===== src/rtl/kd_tree_pkg.sv =====
// kd_tree_pkg: command codes, bus widths, controller states and error codes shared by the kd-tree blocks.
package kd_tree_pkg;
  localparam int COMMAND_SIZE = 5;
  localparam int DATA_SIZE = 24;
  localparam logic [COMMAND_SIZE-1:0] CMD_NOP = 5'h00;
  localparam logic [COMMAND_SIZE-1:0] CMD_CENTER_FILL = 5'h01;
  localparam logic [COMMAND_SIZE-1:0] CMD_CENTER_FILL_DONE = 5'h05;
  localparam logic [COMMAND_SIZE-1:0] CMD_START_SORTING = 5'h09;
  localparam logic [COMMAND_SIZE-1:0] CMD_DNE = 5'h10;
  localparam logic [COMMAND_SIZE-1:0] CMD_RST_DONE = 5'h1e;
  localparam logic [COMMAND_SIZE-1:0] CMD_RST = 5'h1f;
  localparam logic [2:0] S_IDLE = 3'd0;
  localparam logic [2:0] S_RST = 3'd1;
  localparam logic [2:0] S_FILL = 3'd2;
  localparam logic [2:0] S_WAIT = 3'd3;
  localparam logic [2:0] S_SORT = 3'd4;
  localparam logic [2:0] S_SETTLE = 3'd5;
  localparam logic [1:0] ERR_NONE = 2'd0;
  localparam logic [1:0] ERR_COUNT = 2'd1;
  localparam logic [1:0] ERR_RST_TO = 2'd2;
  localparam logic [1:0] ERR_FILL_TO = 2'd3;
endpackage


===== src/rtl/kd_tree_watchdog.sv =====
// kd_tree_watchdog: counts enabled cycles since the last clear and pulses expire on the TIMEOUT-th one.
module kd_tree_watchdog #(
  parameter int TIMEOUT = 1024
) (
  input  logic clk,
  input  logic reset_n,
  input  logic clear,
  input  logic enable,
  output logic expire
);
  localparam int CW = $clog2(TIMEOUT + 1);
  logic [CW-1:0] cnt;
  always_comb expire = enable && !clear && cnt == CW'(TIMEOUT - 1);
  always_ff @(posedge clk or negedge reset_n)
    if (!reset_n) cnt <= '0;
    else cnt <= clear ? '0 : enable ? cnt + 1'b1 : cnt;
endmodule


===== src/rtl/kd_tree_ctrl.sv =====
// kd_tree_ctrl: root-node sequencer (reset tree, stream centers, start sorting, settle); KD_CTRL_PERF_EN adds per-phase cycle counters.
module kd_tree_ctrl #(
  parameter int COMMAND_SIZE = kd_tree_pkg::COMMAND_SIZE,
  parameter int DATA_SIZE = kd_tree_pkg::DATA_SIZE,
  parameter int CENTER_NUM = 10,
  parameter int CNT_W = 27,
  parameter int SETTLE_CYCLES = 10,
  parameter int TIMEOUT = 1024
) (
  input  logic clk,
  input  logic reset_n,
  input  logic start,
  input  logic [$clog2(CENTER_NUM+1)-1:0] num_centers,
  output logic ctr_rd,
  output logic [$clog2(CENTER_NUM)-1:0] ctr_addr,
  input  logic [DATA_SIZE-1:0] ctr_data,
  output logic [COMMAND_SIZE-1:0] tree_command,
  output logic [DATA_SIZE-1:0] tree_data,
  input  logic [COMMAND_SIZE-1:0] tree_command_up,
  output logic busy,
  output logic done,
  output logic error,
  output logic [1:0] err_code,
  output logic [$clog2(CENTER_NUM+1)-1:0] fill_count,
  output logic [CNT_W-1:0] cycle_count
`ifdef KD_CTRL_PERF_EN
  ,
  output logic [CNT_W-1:0] rst_cycles,
  output logic [CNT_W-1:0] fill_cycles,
  output logic [CNT_W-1:0] sort_cycles
`endif
);
  import kd_tree_pkg::*;
  localparam int NW = $clog2(CENTER_NUM + 1);
  localparam int SW = $clog2(SETTLE_CYCLES + 1);
  logic [2:0] st;
  logic [NW-1:0] num_r;
  logic [SW-1:0] settle;
  logic rd_v, accept, last, wd_en, wd_clr, expire;
  always_comb begin
    accept = st == S_IDLE && start && num_centers != '0 && num_centers <= NW'(CENTER_NUM);
    last = fill_count + 1'b1 == num_r;
    wd_en = st == S_RST || st == S_FILL || st == S_WAIT;
    wd_clr = !wd_en || (st == S_RST && tree_command_up == CMD_RST_DONE) || (st == S_FILL && rd_v && last);
  end
  kd_tree_watchdog #(.TIMEOUT(TIMEOUT)) u_wd (
    .clk(clk), .reset_n(reset_n), .clear(wd_clr), .enable(wd_en), .expire(expire)
  );
  always_ff @(posedge clk or negedge reset_n)
    if (!reset_n) cycle_count <= '0;
    else cycle_count <= cycle_count + 1'b1;
  always_ff @(posedge clk or negedge reset_n)
    if (!reset_n) begin
      st <= S_IDLE;
      tree_command <= CMD_NOP;
      tree_data <= '0;
      ctr_rd <= 1'b0;
      ctr_addr <= '0;
      busy <= 1'b0;
      done <= 1'b0;
      error <= 1'b0;
      err_code <= ERR_NONE;
      fill_count <= '0;
      num_r <= '0;
      settle <= '0;
      rd_v <= 1'b0;
    end else begin
      done <= 1'b0;
      rd_v <= ctr_rd;
      case (st)
        S_IDLE: begin
          tree_command <= accept ? CMD_RST : CMD_NOP;
          if (accept) begin
            st <= S_RST;
            busy <= 1'b1;
            error <= 1'b0;
            err_code <= ERR_NONE;
            fill_count <= '0;
            num_r <= num_centers;
          end else if (start) begin
            error <= 1'b1;
            err_code <= ERR_COUNT;
          end
        end
        S_RST:
          if (tree_command_up == CMD_RST_DONE) begin
            st <= S_FILL;
            tree_command <= CMD_NOP;
            ctr_rd <= 1'b1;
            ctr_addr <= '0;
          end else if (expire) begin
            st <= S_IDLE;
            tree_command <= CMD_NOP;
            busy <= 1'b0;
            error <= 1'b1;
            err_code <= ERR_RST_TO;
          end
        S_FILL: begin
          tree_command <= CMD_NOP;
          if (ctr_rd) begin
            ctr_addr <= ctr_addr + 1'b1;
            ctr_rd <= NW'(ctr_addr) + 1'b1 < num_r;
          end
          // an early fill-done from the root drops any word still in flight
          if (tree_command_up == CMD_CENTER_FILL_DONE) begin
            st <= S_SORT;
            tree_command <= CMD_START_SORTING;
            ctr_rd <= 1'b0;
          end else if (rd_v) begin
            tree_command <= CMD_CENTER_FILL;
            tree_data <= ctr_data;
            fill_count <= fill_count + 1'b1;
            if (last) st <= S_WAIT;
          end else if (expire) begin
            st <= S_IDLE;
            ctr_rd <= 1'b0;
            busy <= 1'b0;
            error <= 1'b1;
            err_code <= ERR_FILL_TO;
          end
        end
        S_WAIT: begin
          tree_command <= CMD_NOP;
          if (tree_command_up == CMD_CENTER_FILL_DONE) begin
            st <= S_SORT;
            tree_command <= CMD_START_SORTING;
          end else if (expire) begin
            st <= S_IDLE;
            busy <= 1'b0;
            error <= 1'b1;
            err_code <= ERR_FILL_TO;
          end
        end
        S_SORT: begin
          st <= S_SETTLE;
          tree_command <= CMD_NOP;
          settle <= SW'(SETTLE_CYCLES);
        end
        S_SETTLE: begin
          settle <= settle - 1'b1;
          if (settle <= SW'(1)) begin
            st <= S_IDLE;
            busy <= 1'b0;
            done <= 1'b1;
          end
        end
        default: st <= S_IDLE;
      endcase
    end
`ifdef KD_CTRL_PERF_EN
  always_ff @(posedge clk or negedge reset_n)
    if (!reset_n || accept) begin
      rst_cycles <= '0;
      fill_cycles <= '0;
      sort_cycles <= '0;
    end else begin
      if (st == S_RST && !(&rst_cycles)) rst_cycles <= rst_cycles + 1'b1;
      if ((st == S_FILL || st == S_WAIT) && !(&fill_cycles)) fill_cycles <= fill_cycles + 1'b1;
      if ((st == S_SORT || st == S_SETTLE) && !(&sort_cycles)) sort_cycles <= sort_cycles + 1'b1;
    end
`endif
endmodule


===== config.mk =====
export PLATFORM = sky130hd
export DESIGN_NAME = kd_tree_ctrl
export DESIGN_NICKNAME = d
export VERILOG_FILES = /design/src/rtl/kd_tree_pkg.sv /design/src/rtl/kd_tree_watchdog.sv /design/src/rtl/kd_tree_ctrl.sv
export SDC_FILE = /design/constraint.sdc
export NUM_CORES = 1
export LEC_CHECK = 0
export ABC_AREA = 1
export CAP_MARGIN = 20
export CORE_MARGIN = 8
export CORE_UTILIZATION = 51
export CTS_BUF_LIST = sky130_fd_sc_hd__clkbuf_4 sky130_fd_sc_hd__clkbuf_8
export DETAILED_ROUTE_END_ITERATION = 12
export MAX_ROUTING_LAYER = met4
export PLACE_DENSITY = 0.8
export REMOVE_ABC_BUFFERS = 1
export SYNTH_ARGS = -nofsm -noshare
export SYNTH_HDL_FRONTEND = slang
export SYNTH_SLANG_ARGS = --single-unit
export TNS_END_PERCENT = 30

===== constraint.sdc =====
create_clock -name clk -period 2.5 [get_ports clk]
set_clock_uncertainty 0.1 [all_clocks]
set_input_delay 0.5 -clock clk [delete_from_list [all_inputs] [get_ports clk]]
set_output_delay 0.5 -clock clk [all_outputs]
set_load 0.05 [all_outputs]

==> results.md, run 1 <==
* PostCTS Resize Cnt at 0
* CP Buf/Inv Count at 1
* Hpwl dp at 8229 µm
* Status: completed
* Clk_lat worst skew at 0.36 ns
* Fmax at 424.2 MHz
* Antenna-violating nets left at 0
* Period minus WS final at 2.357 ns
* Top FF cell, synth: dfrtp_1
* Row count at 33
* Worst path top cell family by delay: buffers and inverters
* RSZ-0062 raised after global routing: no
* Cell Pwr Density at 746.6 nW/µm²
* Routing usage on met3 at 3.331%
* Period utilisation layout at 94.29%
* Leakage power at 2.727 nW
* Ratio of cells with drive above 1 in the final layout at 6.487%
* Filler Cells Inserted at 647
* CORE AREA at 8258 µm²
* MaxCap Viol Count at 0
* Vert. Die Dim at 108.5 µm
* Critical Path Start: cycle_count[9]
* Final instance area at 5736 µm²
* GR Util met2 at 29.95%
* Vias per inst at 5.035
* Count of final max-slew check failures at 0
* Design Power at 0.004282 W
* Worst Setup End Kind: output pin
* Area occupied by multi-input gates at 1834 µm²
* Hold Path Class: input pin to async pin
* Synth cell types at 34
* Critical path arrival at 1.76 ns
* WL final at 10820 µm
* Most Crowded Layer GR: met2
* Slowest Stage Delay on Critical Path at 0.88 ns
* Syn Inst Count at 514
* GRT overflow at 0
* Fin cells at 737
* Area Overhead vs Synth at 31.38%
* Max-slew headroom at 63.39%
* Synth Cell Area at 4365 µm²
* Final number of hold-violating endpoints at 0
* Post-synth EDFFs at 0
* Ys Warns at 0
* Post-CTS Hold Buffers at 0
* Slowest-stage cell, CP: clkdlybuf4s50_1
* Startpoint type of the worst setup path: register
* Asr flop ratio synth at 100.0%
* Post-Place Cells at 721
* Internal reg-to-reg setup slack at 0.36 ns
* FF+latch count, synth at 91
* Final Setup Violations at 0
* Register area share after synthesis at 52.16%
* Worst Path Required at 1.90 ns
* Clk slew on worst S/H paths at 0.09 ns
* CTS tree: done
* Post-CTS Setup Bufs at 0
* Antenna diode instance count at 0
* Reg2reg start: fill_count[0]
* Seq. cell area at 2277 µm²
* Critical path type: register to output pin
* Tightest Pin Transition at 0.5474 ns
* Post-route DRC violation count at 0
* H-tree lvl count at 3
* Clock Root Buffer: clkbuf_8
* Nets at 672
* CTS sink count at 91
* Initial antenna violation count at 0
* Cts bufs inserted at 9
* Placed cell area at 5555 µm²
* Maximum fanout along the worst path at 7
* Maximum clock path buffer count at 2
* Die X at 108.5 µm
* CP cell instances: clkdlybuf4s50_1
* Largest net degree at the start of global routing at 37
* Worst vdd ir at 0.5652 mV
* First-iteration detailed-routing DRC count at 224
* Port bufs at 105
* Dominant cells by area after synthesis: dfrtp_1 (52%), nand2_1 (15%), inv_1 (4.6%), nor2_1 (3.4%), xor2_1 (3.0%)
* Avg Inst Size Synth at 8.493 µm²
* Cell taking the most area after synthesis: dfrtp_1
* GR Util All Layers at 19.31%
* First-pass GRT wire length at 17820 µm
* Starting Density at 52.86%
* Ports at 106
* Vias at 3711
* GR Util met1 at 24.98%
* Routability Congestion at 0.9555
* WL per Instance at 14.68 µm
* Die area at 11780 µm²
* Vias in the first global route at 3693
* Top-area cell type share of the netlist area at 52.16%
* 1st-pass router iterations at 4
[logic make-up after synthesis]
| logic type | synth area share, % |
|---|---|
| compound gates | 4.615 |
| xor+xnor | 5.818 |
| fa+ha+maj | 2.580 |
| buf+inv | 5.875 |
| flops | 52.16 |
| simple gates | 28.95 |
[path summary, 6_finish.rpt]
check,cells past startpoint,endpoint
max,1,cycle_count[9]
min,1,fill_count[3]
max reg2reg,11,err_code[1]
min reg2reg,1,u_wd.cnt[0]
max in group asynchronous,2,settle[2]
min in group clk,1,u_wd.cnt[0]
[sequential cells by signal (all words and copies together), names as in the netlist]
signal	count
ctr_addr	4
rd_v	1
u_wd.cnt	11
error	1
ctr_rd	1
fill_count	4
tree_data	24
num_r	4
err_code	2
settle	4
st	3
tree_command	3
done	1
busy	1
cycle_count	27
[cell type report]
class                   instances  area share (%)
multi-input cells             359           31.98
flip-flops and latches         91           39.70
clock buffers                  10           2.291
inverters                      55           3.599
well taps                     105           2.291
repair buffers                111           19.28
clock inverters                 6          0.8508
[Yosys cell counts, drive strengths merged (2+ instances only)]
library cell / instances
clkbuf: 4
nand4: 14
buf: 5
nor2: 45
nor3b: 2
xor2: 15
and3: 2
nand3: 28
xnor2: 14
a21oi: 9
nor4: 7
dfrtp: 91
ha: 9
inv: 55
a31oi: 2
nand2: 173
nor3: 10
o21ai: 23
[placed cells by master, fill, tap and decap left out, types with 3 or more instances in the layout]
master             n
a21oi_1            9
buf_4              6
clkbuf_8           9
clkdlybuf4s50_1  104
dfrtp_1           91
ha_1               9
inv_1             54
nand2_1          169
nand2_2            3
nand3_1           26
nand4_1           14
nor2_1            38
nor2_2             4
nor2_4             3
nor3_1             9
nor4_1             5
o21ai_0           23
xnor2_1           14
xor2_1            15
[layer usage]
layer | vias up | share of wire, % | wire length (µm)
met4 | 0 | 1.2 | 134
met1 | 1728 | 45 | 4895
met5 | - | 0 | 0
li1 | 1867 | - | -
met3 | 11 | 6.4 | 689
met2 | 105 | 47 | 5101
[per-stage QoR]
stage | hold slack (ns) | utilization (%) | TNS (ns) | setup slack, ns
2_1_floorplan | 0.1044 | - | -0.8605 | -0.1244
4_1_cts | 0.01817 | 69.45 | 0 | 0.1174
3_5_place_dp | 0.3517 | 67.27 | 0 | 0.2403
6_report | 0.006371 | 69.45 | 0 | 0.1428
5_1_grt | 0.03895 | 69.45 | 0 | 0.1028
3_3_place_gp | 0.3392 | 67.27 | 0 | 0.2983
[where the power goes]
group	switching [W]	internal (W)
combinational	0.000976	0.000537
sequential	0.000176	0.00166
clock	0.000550	0.000385
No activity file was read; power rests on OpenSTA's default activity.
==> inputs of run 2 (changes only) <==
--- a/config.mk
+++ b/config.mk
@@ -8,7 +8,7 @@
 export ABC_AREA = 1
 export CAP_MARGIN = 20
 export CORE_MARGIN = 8
-export CORE_UTILIZATION = 51
+export CORE_UTILIZATION = 52
 export CTS_BUF_LIST = sky130_fd_sc_hd__clkbuf_4 sky130_fd_sc_hd__clkbuf_8
 export DETAILED_ROUTE_END_ITERATION = 12
 export MAX_ROUTING_LAYER = met4
@@ -16,5 +16,6 @@
 export REMOVE_ABC_BUFFERS = 1
 export SYNTH_ARGS = -nofsm -noshare
 export SYNTH_HDL_FRONTEND = slang
+export SYNTH_HIERARCHICAL = 1
 export SYNTH_SLANG_ARGS = --single-unit
 export TNS_END_PERCENT = 30
==> results.md, run 2 <==
* Status: completed (unchanged)
* Ports at 106 (unchanged)
* Switching Share at 45.13% (was 39.76%)
* Seq. cell area at 2277 µm² (unchanged)
* FF+latch count, synth at 91 (unchanged)
* Routability Congestion at 0.8612 (was 0.9555)
* WL final at 11920 µm (was 10820 µm)
* Maximum clock path buffer count at 2 (unchanged)
* Register area share after synthesis at 49.27% (was 52.16%)
* Largest Register: cycle_count (unchanged)
* Sequential share of power at 34.3% (was 42.8%)
* Vias per inst at 5.069 (was 5.035)
* Critical path type: register to output pin (unchanged)
* Dominant cells by area after synthesis: dfrtp_1 (49%), nand2_1 (16%), inv_1 (5.8%), nor2_1 (3.7%), nand3_1 (3.6%) (was dfrtp_1 (52%), nand2_1 (15%), inv_1 (4.6%), nor2_1 (3.4%), xor2_1 (3.0%))
* Internal power at 0.003406 W (was 0.002580 W)
* Cell Pwr Density at 1015 nW/µm² (was 746.6 nW/µm²)
* First-pass GRT wire length at 19830 µm (was 17820 µm)
* Largest net degree at the start of global routing at 48 (was 37)
* Top FF cell, synth: dfrtp_1 (unchanged)
* Startpoint type of the worst setup path: register (unchanged)
* Count of final max-slew check failures at 0 (unchanged)
* Worst Path Required at 1.90 ns (about the same)
* Antenna diode instance count at 0 (unchanged)
* Final Setup Violations at 0 (unchanged)
* Period minus WS final at 2.335 ns (was 2.357 ns)
* CORE AREA at 8678 µm² (was 8258 µm²)
* Ys Warns at 6 (was 0)
* GR Util All Layers at 20.92% (was 19.31%)
* Filler Cells Inserted at 726 (was 647)
* Final number of hold-violating endpoints at 0 (unchanged)
* Most common cell after layout, fill and taps aside: nand2_1 (unchanged)
* Vias in the first global route at 4171 (was 3693)
* Regs by FF count: cycle_count x27, tree_data x24, u_wd/cnt x11 (was cycle_count x27, tree_data x24, u_wd.cnt x11)
* Synth Cell Area at 4622 µm² (was 4365 µm²)
* Commonest cells after routing, fill and taps aside: nand2_1 (198), clkdlybuf4s50_1 (104), dfrtp_1 (91), inv_1 (71), nor2_1 (44) (was nand2_1 (169), clkdlybuf4s50_1 (104), dfrtp_1 (91), inv_1 (54), nor2_1 (38))
* H-tree lvl count at 3 (unchanged)
* Clk_lat worst skew at 0.35 ns (was 0.36 ns)
* Vias at 4126 (was 3711)
* Post-route DRC violation count at 0 (unchanged)
* Max-slew headroom at 60.02% (was 63.39%)
* Syn Inst Count at 578 (was 514)
* GRT overflow at 0 (unchanged)
* 1st-pass router iterations at 4 (unchanged)
* Maximum fanout along the worst path at 6 (was 7)
* CTS tree: done (unchanged)
* Max reg flops at 27 (unchanged)
* Clock Root Buffer: clkbuf_8 (unchanged)
* Avg Inst Size Synth at 7.996 µm² (was 8.493 µm²)
* Leakage power at 2.973 nW (was 2.727 nW)
* Cell taking the most area after synthesis: dfrtp_1 (unchanged)
* Period utilisation layout at 93.38% (was 94.29%)
* Internal reg-to-reg setup slack at 0.21 ns (was 0.36 ns)
* Critical path arrival at 1.73 ns (was 1.76 ns)
* Asr flop ratio synth at 100.0% (unchanged)
* Area Overhead vs Synth at 32.38% (was 31.38%)
* Die X at 110.3 µm (was 108.5 µm)
* Worst Setup End Kind: output pin (unchanged)
* Switch Pwr at 0.002801 W (was 0.001703 W)
* Nets at 747 (was 672)
* Cts bufs inserted at 9 (unchanged)
* First-iteration detailed-routing DRC count at 205 (was 224)
* CTS sink count at 91 (unchanged)
* Worst vdd ir at 0.7540 mV (was 0.5652 mV)
* Antenna-violating nets left at 0 (unchanged)
* Clk slew on worst S/H paths at 0.09 ns (about the same)
* Port bufs at 105 (unchanged)
* Post-synth top cells: nand2_1 (199), dfrtp_1 (91), inv_1 (71) (was nand2_1 (169), dfrtp_1 (91), inv_1 (54))
* Most frequent cell after synthesis: nand2_1 (unchanged)
* Hold Path Class: input pin to async pin (unchanged)
* Clk pwr share at 16.7% (was 21.8%)
* Combinational power share at 49.0% (was 35.3%)
* Hpwl dp at 9157 µm (was 8229 µm)
* Ratio of cells with drive above 1 in the final layout at 9.773% (was 6.487%)
* Post-synth EDFFs at 0 (unchanged)
* Design Power at 0.006208 W (was 0.004282 W)
* Row count at 34 (was 33)
* Starting Density at 53.26% (was 52.86%)
* Vert. Die Dim at 110.3 µm (was 108.5 µm)
* Fmax at 428.3 MHz (was 424.2 MHz)
* Final core occ at 70.50% (was 69.45%)
* Initial antenna violation count at 0 (unchanged)
* Area occupied by multi-input gates at 2053 µm² (was 1834 µm²)
* Top-area cell type share of the netlist area at 49.27% (was 52.16%)
* Die area at 12160 µm² (was 11780 µm²)
* MaxCap Viol Count at 0 (unchanged)
* Synth cell types at 34 (unchanged)
* WL per Instance at 14.65 µm (was 14.68 µm)
* Tightest Pin Transition at 0.5997 ns (was 0.5474 ns)
## run 2: routing by layer
metal | vias to the layer above | GRT usage (%) | wire [µm]
met2 | 90 | 34.38 | 5850
met1 | 1971 | 25.92 | 5320
met5 | - | - | 0
met3 | 14 | 4.360 | 591
met4 | 0 | 4.853 | 159
li1 | 2051 | - | -
## run 2: cells by family (layout without fill, tap and decap cells)
group           Yosys count  count (layout)  share of synthesized area (%)
simple gates            333             333                          31.78
flops                    91              91                          49.27
buf+inv                  82             210                          7.336
compound gates           38              38                          4.440
xor+xnor                 25              25                          4.737
fa+ha+maj                 9               9                          2.436
## run 2: final timing paths
path	startpoint	endpoint	depth (start not counted)
setup / recovery	fill_count[0]	fill_count[0]	2
hold / removal	reset_n	done	1
setup reg to reg	fill_count[0]	st[0]	17
hold reg to reg	tree_data[6]	tree_data[6]	2
max in group asynchronous	reset_n	tree_data[16]	2
min in group clk	tree_data[6]	tree_data[6]	2
## run 2: timing repair
item                                    4_1_cts  5_1_grt
pin swaps                                     0        3
gates resized for setup                       2       10
cloned                                        0        0
buffers inserted                              0        0
endpoints found under the setup margin        7        9
hold buffers                                  0        0
## run 2: stage by stage
| stage | hold WS (ns) | worst slack (ns) | instance area (µm²) | instances | TNS [ns] |
|---|---|---|---|---|---|
| floorplan | 0.1044 | -0.3624 | 4569 | 571 | -3.017 |
| global placement | 0.3500 | -0.1964 | 5866 | 799 | -1.346 |
| detailed placement | 0.3623 | -0.2562 | 5866 | 799 | -1.804 |
| CTS | 0.06380 | 0.02714 | 6073 | 814 | 0 |
| global route | 0.09641 | -0.009341 | 6118 | 814 | -0.01108 |
| finish | 0.04891 | 0.1654 | 6118 | 814 | 0 |
## run 2: critical path, stage by stage (launching register included)
cell             delay [ns]
dfrtp_1                0.41
buf_4                  0.17
clkdlybuf4s50_1        0.81
## run 2: area by class of cell
class / instances / area share (%)
timing repair buffer: 120 / 18.98
multi-input combinational: 405 / 33.56
clock inverter: 3 / 0.7566
inverter: 75 / 4.683
clock buffer: 12 / 2.597
tap: 108 / 2.209
sequential: 91 / 37.22
## run 2: power groups by stage
stage,Sequential (W),Combinational [W],Clock (W)
5_1_grt,0.00218,0.00330,0.00111
2_1_floorplan,0.00308,0.000999,0
4_1_cts,0.00212,0.00303,0.00105
3_5_place_dp,0.00215,0.00300,0
6_report,0.00213,0.00304,0.00104
3_3_place_gp,0.00212,0.00294,0
